File: src/rtl/ws2812_tx.sv
// ws2812_tx: serialises 24-bit GRB pixels (MSB first) into the WS2812 one-wire
// NRZ waveform. Every bit lasts BIT_CYCLES clocks. The line is high for
// T1H_CYCLES clocks on a '1' bit and for T0H_CYCLES clocks on a '0' bit. A pixel
// flagged last is followed by LATCH_CYCLES clocks of low line.
//
// Ports
//   clk          in   1   pixel clock, all logic on rising edge
//   resetn       in   1   synchronous, active-low reset
//   pixel_data   in   24  {G,R,B}, bit 23 sent first
//   pixel_last   in   1   last pixel of frame, latch period follows
//   pixel_valid  in   1   pixel_data/pixel_last valid
//   pixel_ready  out  1   combinational accept (valid & ready = transfer)
//   dout         out  1   registered WS2812 data line
//   busy         out  1   registered, high whenever the block is not idle
module ws2812_tx #(
  parameter int unsigned T0H_CYCLES   = 13,
  parameter int unsigned T1H_CYCLES   = 27,
  parameter int unsigned BIT_CYCLES   = 42,
  parameter int unsigned LATCH_CYCLES = 1700
) (
  input  logic        clk,
  input  logic        resetn,
  input  logic [23:0] pixel_data,
  input  logic        pixel_last,
  input  logic        pixel_valid,
  output logic        pixel_ready,
  output logic        dout,
  output logic        busy
);

  localparam int unsigned PW         = 24;
  localparam int unsigned IW         = 5;
  localparam int unsigned MAX_CYCLES = (BIT_CYCLES > LATCH_CYCLES) ? BIT_CYCLES : LATCH_CYCLES;
  localparam int unsigned CW         = $clog2(MAX_CYCLES);

  // Reject timing parameters that cannot produce a valid waveform.
  if (!((T0H_CYCLES > 0) && (T0H_CYCLES < T1H_CYCLES) &&
        (T1H_CYCLES < BIT_CYCLES) && (LATCH_CYCLES >= 1))) begin : g_bad_params
    $error("ws2812_tx: illegal timing parameters");
  end

  typedef enum logic [1:0] {
    ST_IDLE  = 2'd0,
    ST_SEND  = 2'd1,
    ST_LATCH = 2'd2
  } state_t;

  state_t          state;
  state_t          state_nxt;
  logic [PW-1:0]   shreg;
  logic            cur_last;
  logic [IW-1:0]   bit_idx;
  logic [CW-1:0]   cyc;
  logic [CW-1:0]   high_cycles;
  logic            bit_end;
  logic            pixel_end;
  logic            latch_end;
  logic            xfer;
  logic            dout_nxt;

  assign bit_end   = (cyc == CW'(BIT_CYCLES - 1));
  assign pixel_end = (state == ST_SEND) && bit_end && (bit_idx == '0);
  assign latch_end = (state == ST_LATCH) && (cyc == CW'(LATCH_CYCLES - 1));
  assign xfer      = pixel_valid & pixel_ready;

  // Current bit always sits at the top of the shift register.
  assign high_cycles = shreg[PW-1] ? CW'(T1H_CYCLES) : CW'(T0H_CYCLES);
  assign dout_nxt    = (state == ST_SEND) && (cyc < high_cycles);

  // State register.
  always_ff @(posedge clk) begin
    if (!resetn) begin
      state <= ST_IDLE;
    end else begin
      state <= state_nxt;
    end
  end

  // Next-state logic; a pixel end with a waiting pixel stays in SEND (zero gap).
  always_comb begin
    state_nxt = state;
    case (state)
      ST_IDLE: begin
        if (xfer) state_nxt = ST_SEND;
      end
      ST_SEND: begin
        if (pixel_end) begin
          if (cur_last)   state_nxt = ST_LATCH;
          else if (!xfer) state_nxt = ST_IDLE;
        end
      end
      ST_LATCH: begin
        if (latch_end) state_nxt = ST_IDLE;
      end
      default: state_nxt = ST_IDLE;
    endcase
  end

  // Ready depends only on state/counters so valid can safely wait on it.
  always_comb begin
    pixel_ready = 1'b0;
    if (resetn) begin
      case (state)
        ST_IDLE: pixel_ready = 1'b1;
        ST_SEND: pixel_ready = pixel_end && !cur_last;
        default: pixel_ready = 1'b0;
      endcase
    end
  end

  // Datapath: shift register, bit index, cycle counter and registered outputs.
  always_ff @(posedge clk) begin
    if (!resetn) begin
      shreg    <= '0;
      cur_last <= 1'b0;
      bit_idx  <= '0;
      cyc      <= '0;
      dout     <= 1'b0;
      busy     <= 1'b0;
    end else begin
      dout <= dout_nxt;
      busy <= (state_nxt != ST_IDLE);
      if (xfer) begin
        shreg    <= pixel_data;
        cur_last <= pixel_last;
        bit_idx  <= IW'(PW - 1);
        cyc      <= '0;
      end else begin
        case (state)
          ST_SEND: begin
            if (bit_end) begin
              cyc <= '0;
              if (bit_idx != '0) begin
                bit_idx <= bit_idx - IW'(1);
                shreg   <= {shreg[PW-2:0], 1'b0};
              end
            end else begin
              cyc <= cyc + CW'(1);
            end
          end
          ST_LATCH: begin
            if (latch_end) cyc <= '0;
            else           cyc <= cyc + CW'(1);
          end
          default: cyc <= '0;
        endcase
      end
    end
  end

endmodule

File: config.mk
export PLATFORM = sky130hd
export DESIGN_NAME = ws2812_tx
export DESIGN_NICKNAME = d
export VERILOG_FILES = /design/src/rtl/ws2812_tx.sv
export SDC_FILE = /design/constraint.sdc
export NUM_CORES = 1
export LEC_CHECK = 0
export ABC_AREA = 1
export CORE_MARGIN = 10
export CORE_UTILIZATION = 39
export CTS_CLUSTER_DIAMETER = 120
export DETAILED_ROUTE_END_ITERATION = 16
export HOLD_SLACK_MARGIN = 0.1
export PLACE_DENSITY = 0.57
export SLEW_MARGIN = 5
export SYNTH_ARGS = -nofsm -noshare
export SYNTH_HDL_FRONTEND = slang
export SYNTH_SLANG_ARGS = --single-unit
File: constraint.sdc
create_clock -name clk -period 3.1 [get_ports clk]
set_input_delay 0.62 -clock clk [delete_from_list [all_inputs] [get_ports clk]]
set_output_delay 0.62 -clock clk [all_outputs]
set_load 0.01 [all_outputs]
==> results of run 1 <==
-- power by group --
group | leakage [uW] | internal (uW) | total (uW) | switching, uW
Sequential | 0.000367 | 603 | 616 | 13.2
Combinational | 0.000592 | 66.1 | 142 | 75.6
Clock | 0.0000385 | 160 | 357 | 197
Total | 0.000997 | 829 | 1110 | 286
-- state kept, by name, indices dropped and copies added (netlist names) --
name / cells
bit_idx: 5
busy: 1
cur_last: 1
cyc: 11
dout: 1
shreg: 24
state: 2
-- cell usage after synthesis (3+ instances only) --
cell type  number
a21oi_1         7
a31oi_1        23
buf_2           5
buf_6           4
clkbuf_1        4
dfxtp_1        45
ha_1           11
inv_1          20
inv_2           4
nand2_1        80
nand3_1        28
nand4_1         7
nor2_1         21
nor2_2          3
nor3b_1         3
o21ai_0         4
xor2_1          7
-- cell families (layout without fill, tap and decap cells) --
kind of cell             count (synthesis)  in the layout
flip-flops                              45             45
AO/OA/AOI/OAI                           36             36
adder cells (fa/ha/maj)                 11             11
XOR/XNOR                                 9              9
buffers and inverters                   38             66
AND/OR/NAND/NOR                        154            154
-- worst min-delay path, delay by kind of cell, from the launching register on --
kind	cells	cell delay [ns]
compound gates	1	0.05
simple gates	1	0.06
flops	1	0.32
-- path summary, 6_finish.rpt --
| check | start | end | slack, ns |
|---|---|---|---|
| hold / removal | shreg[0]$_SDFFE_PN0P_ | shreg[0]$_SDFFE_PN0P_ | 0.47 |
| setup / recovery | bit_idx[0]$_SDFFE_PN0P_ | pixel_ready | 0.39 |
| setup reg to reg | state[1]$_SDFF_PN0_ | shreg[10]$_SDFFE_PN0P_ | 0.92 |
| hold reg to reg | shreg[0]$_SDFFE_PN0P_ | shreg[0]$_SDFFE_PN0P_ | 0.47 |
-- cell type report --
type                            instances  area [sq um]
Inverter                               25         96.34
Multi-Input combinational cell        210          1164
Timing Repair Buffer                   33         322.8
Clock buffer                            7         76.32
Tap cell                               72         90.09
Clock inverter                          1         7.507
Fill cell                             585          2883
Sequential cell                        45         900.9
-- routing by layer --
metal / wire [um] / global-route usage / vias to the layer above
met3: 216 / 0.03424 / 4
li1: - / - / 1023
met1: 2448 / 0.1456 / 894
met4: 40 / 0.03317 / 0
met5: 0 / 0 / -
met2: 2202 / 0.1795 / 31
-- through the flow --
stage	instances	area [sq um]	setup slack, ns
finish	393	2658	0.3884
global route	393	2658	0.2021
CTS	393	2658	0.3620
detailed placement	385	2574	0.4692
global placement	385	2574	0.4825
floorplan	293	2246	1.224
==> results_dict.tcl, run 1 <==
set metrics [dict create \
    status "finished clean" \
    grt_pass1_vias 1954 \
    rsz0062_at_grt "false" \
    whs_ns 0.4733 \
    worstPathBufferInverterCount 3 \
    yosys.area_share.simple 0.3270 \
    finalNetCount 359 \
    crit_chain "inv_1 > ha_1 > inv_1 > nor3_4 > nand4_2 > a21oi_1 > clkdlybuf4s50_1" \
    ff2ff_path_depth 7 \
    ys_warn_count 0 \
    max_stage_delay_ns 0.55 \
    viasPerCell 4.967 \
    setup_tns_ns 0 \
    critPathCaptureType "primary output" \
    power_density_nw_per_um2 419.4 \
    wl_per_cell_um 12.49 \
    post_cts_resized 0 \
    clockRootBuffer "clkbuf_8" \
    crit_type "reg2out" \
    port_buffers 30 \
    period_needed_ns 2.712 \
    critPathSlowestCell "clkdlybuf4s50_1" \
    period_share 0.8747 \
    worst_slew_pin_slew_ns 0.6829 \
    clkSlewWorstSetupHoldPaths_ns 0.09 \
    relSlewSlack 0.5413 \
    drtAntennaViolNets 0 \
    setup_viol 0 \
    drcViolationCount 0 \
    die_area_sq_um 9194 \
    maxCapViolCount 0 \
    area_growth_pct 18.33 \
    synth_fp_nets 332 \
    clock_skew_ns 0.006425 \
    max_freq_mhz 368.8 \
    postCtsSetupBuffers 0 \
    synth-edff-count 0 \
    cp.depth 7 \
    syn-cell-area_sq_um 2246 \
    fin_util 0.4797 \
    synth_top_family_by_area "simple AND/OR/NAND/NOR gates" \
    drive_gt1_frac 0.08100 \
    antenna_found_initial 0 \
    async_flop_share 0 \
    hold_buffers 0 \
    p_total_uw 1115 \
    cts_tree "built" \
    finalMaxSlewViolations 0 \
    p_leak_uw 0.0009975 \
    syn_area_per_cell_sq_um 7.665 \
    startpoint_type "register" \
    synth_seq_area_share 0.4011 \
    layout_commonest_cell "nand2_1" \
    core_area_sq_um 5540 \
    crit_required_ns 2.48 \
    drtIter0Drc 86 \
    whs_path_depth 2 \
    wl_um 4908 \
    synth_xor_area_frac 0.03510 \
    synth_top_area_frac 0.4011 \
    synth_compound_area_frac 0.09471 \
    grt_max_degree 29 \
    clk_latency_ns 0.29 \
    cp.arrival_ns 2.09 \
    synth.top_cells.by_area "dfxtp_1 40%, nand2_1 13%, a31oi_1 6.4%, nand3_1 6.2%, ha_1 6.1%" \
    die_h_um 95.89 \
    vias 1952 \
    rows 27 \
    firstDrtPassIters 4 \
    clock_sinks 45 \
    io_pins 31 \
    synth_top_area_cell "dfxtp_1" \
    ir_drop_v 0.0001752 \
    crit_top_cell "inv_1" \
    place.gp.congestion 0.7884 \
    cp_max_fo 4 \
    die_x_um 95.89 \
    grt_pass1_wl_um 8625 \
    hold_viol 0 \
    synth_flop_cell "dfxtp_1" \
    synthAdderAreaFrac 0.06128 \
    start_util 0.4054 \
    grt_overflow 0 \
    grt_usage 0.1134 \
    synth_cell_types 30 \
    critical-path-top-delay-family "buffers and inverters" \
    numCtsBuffers 5 \
    mostFrequentLayoutCells "80 x nand2_1, 45 x dfxtp_1, 30 x clkdlybuf4s50_1, 28 x nand3_1, 23 x a31oi_1" \
    hold_class "reg2reg" \
    synth_mux_area_frac 0 \
    cts_buffer_depth 2 \
    syn-instance-count 293 \
    num_antenna_cells 0 \
    dp_hpwl_um 3523 \
    htree_levels 2 \
    ys_ff_latch 45 \
]
No activity file was read; power rests on OpenSTA's default activity.
==> run 2, diff against run 1 <==
REMOVE_ABC_BUFFERS = 1   (was unset)
clock period = 2.8 ns   (was 3.1 ns; I/O delays follow)
==> results_dict.tcl, run 2 (synthesis gave the netlist of run 1 again) <==
set metrics [dict create \
    finalMaxSlewViolations 0 \
    critical-path-top-delay-family "buffers and inverters" \
    critPathCaptureType "primary output" \
    mostFrequentLayoutCells "80 x nand2_1, 44 x dfxtp_1, 30 x clkdlybuf4s50_1, 28 x nand3_1, 23 x a31oi_1" \
    crit_required_ns 2.24 \
    worst_slew_pin_slew_ns 0.4038 \
    antenna_found_initial 0 \
    setup_tns_ns 0 \
    max_freq_mhz 390.3 \
    drtIter0Drc 97 \
    cts_buffer_depth 2 \
    place.gp.congestion 0.7886 \
    critPathSlowestCell "clkdlybuf4s50_1" \
    layout_setup_ws_ns 0.2378 \
    cp_max_fo 5 \
    cp.depth 7 \
    r2r_slack_ns 0.86 \
    grt_overflow 0 \
    drive_gt1_frac 0.09259 \
    period_needed_ns 2.562 \
    whs_path_depth 2 \
    power_density_nw_per_um2 461.1 \
    hold_class "reg2reg" \
    firstDrtPassIters 6 \
    cp.arrival_ns 2.00 \
    reg2reg_to "busy$_SDFF_PN0_" \
    hold_viol 0 \
    largest_register "shreg" \
    rows 27 \
    ff2ff_path_depth 13 \
    drcViolationCount 0 \
    biggestRegsByFlops "shreg: 24 flops, cyc: 11 flops, bit_idx: 5 flops" \
    core_area_sq_um 5540 \
    grt_pass1_wl_um 8714 \
    finalNetCount 362 \
    io_pins 31 \
    crit_chain "inv_1 > ha_1 > nand3_1 > nor2_2 > nand4_2 > a21oi_1 > clkdlybuf4s50_1" \
    fillers 592 \
    setup_viol 0 \
    die_x_um 95.89 \
    clockRootBuffer "clkbuf_8" \
    pre_cts_ws_ns 0.4385 \
    viasPerCell 4.884 \
    maxCapViolCount 0 \
    area_growth_pct 19.39 \
    grt_usage 0.1158 \
    die_h_um 95.89 \
    p_leak_uw 0.001012 \
    clkSlewWorstSetupHoldPaths_ns 0.08 \
    relSlewSlack 0.7304 \
    grt_pass1_vias 2001 \
    placedCellCount 387 \
    worstPathBufferInverterCount 2 \
    rsz0062_at_grt "false" \
    cts_tree "built" \
    period_share 0.9151 \
    num_antenna_cells 0 \
    holdPathEnd "shreg[0]$_SDFFE_PN0P_" \
    drtAntennaViolNets 0 \
    numCtsBuffers 5 \
    clock_sinks 45 \
    vias 1934 \
    wl_per_cell_um 12.40 \
    max_stage_delay_ns 0.55 \
    largest_reg_flops 24 \
    instances_no_fill 396 \
    clock_skew_ns 0.004821 \
    ir_drop_v 0.0002737 \
    status "finished clean" \
    die_area_sq_um 9194 \
    port_buffers 30 \
    wl_um 4911 \
    clk_latency_ns 0.29 \
    layout_commonest_cell "nand2_1" \
    crit_type "reg2out" \
    grt_max_degree 29 \
    rr_startpoint "cyc[1]$_SDFF_PP0_" \
    start_util 0.4054 \
    htree_levels 2 \
    dp_hpwl_um 3483 \
    min_from "shreg[0]$_SDFFE_PN0P_" \
    startpoint_type "register" \
]
run 2: final cells by class:
type                            count  area, sq um  area share
Timing Repair Buffer               36        345.3      0.1288
Inverter                           25        96.34     0.03593
Multi-Input combinational cell    210         1164      0.4340
Tap cell                           72        90.09     0.03360
Sequential cell                    45        902.1      0.3364
Clock buffer                        7        76.32     0.02846
Clock inverter                      1        7.507    0.002800
run 2: repair_timing:
item,4_1_cts,5_1_grt
hold buffers,0,0
resized for setup,0,1
setup buffers,0,1
endpoints found under the setup margin,0,1
run 2: metal layers:
metal  GRT usage  part of all wire
met1      0.1452              0.49
met2      0.1823              0.43
met3     0.03424             0.059
met4     0.04668             0.014
met5           0                 0
run 2: worst max path at each step:
stage                                  from  slack (ns)              end
global route              cyc[1]$_SDFF_PP0_        0.04      pixel_ready
CTS                 bit_idx[0]$_SDFFE_PN0P_         0.1      pixel_ready
global placement    bit_idx[0]$_SDFFE_PN0P_        0.48      pixel_ready
finish                    cyc[1]$_SDFF_PP0_        0.24      pixel_ready
detailed placement  bit_idx[0]$_SDFFE_PN0P_        0.44      pixel_ready
floorplan           bit_idx[0]$_SDFFE_PN0P_        0.83  busy$_SDFF_PN0_
run 2: power by group:
group,switching (uW),total [uW],internal (uW)
registers,14.6,682,667
clock network,217,394,177
logic,84.5,161,76.3
total,316,1240,920
run 2: through the flow:
| step | area [sq um] | utilization | power (uW) | hold slack, ns |
|---|---|---|---|---|
| after floorplan | 2161 | - | 781.9 | 0.4415 |
| after global placement | 2589 | 0.4673 | 856.4 | 0.4506 |
| after detailed placement | 2589 | 0.4673 | 856.8 | 0.4588 |
| after CTS | 2673 | 0.4824 | 1249 | 0.4689 |
| after global routing | 2681 | 0.4840 | 1298 | 0.4988 |
| final | 2681 | 0.4840 | 1236 | 0.4669 |
run 2: tightest hold or removal path, stage by stage, from the launching register on:
cell,delay [ns]
dfxtp_1,0.32
nand2_1,0.06
a21oi_1,0.05
==> run 3, diff against run 2 <==
CTS_CLUSTER_DIAMETER = 40   (was 120)
==> results of run 3 <==
Same layout as run 2: the final DEF is identical, and so are final timing and power.
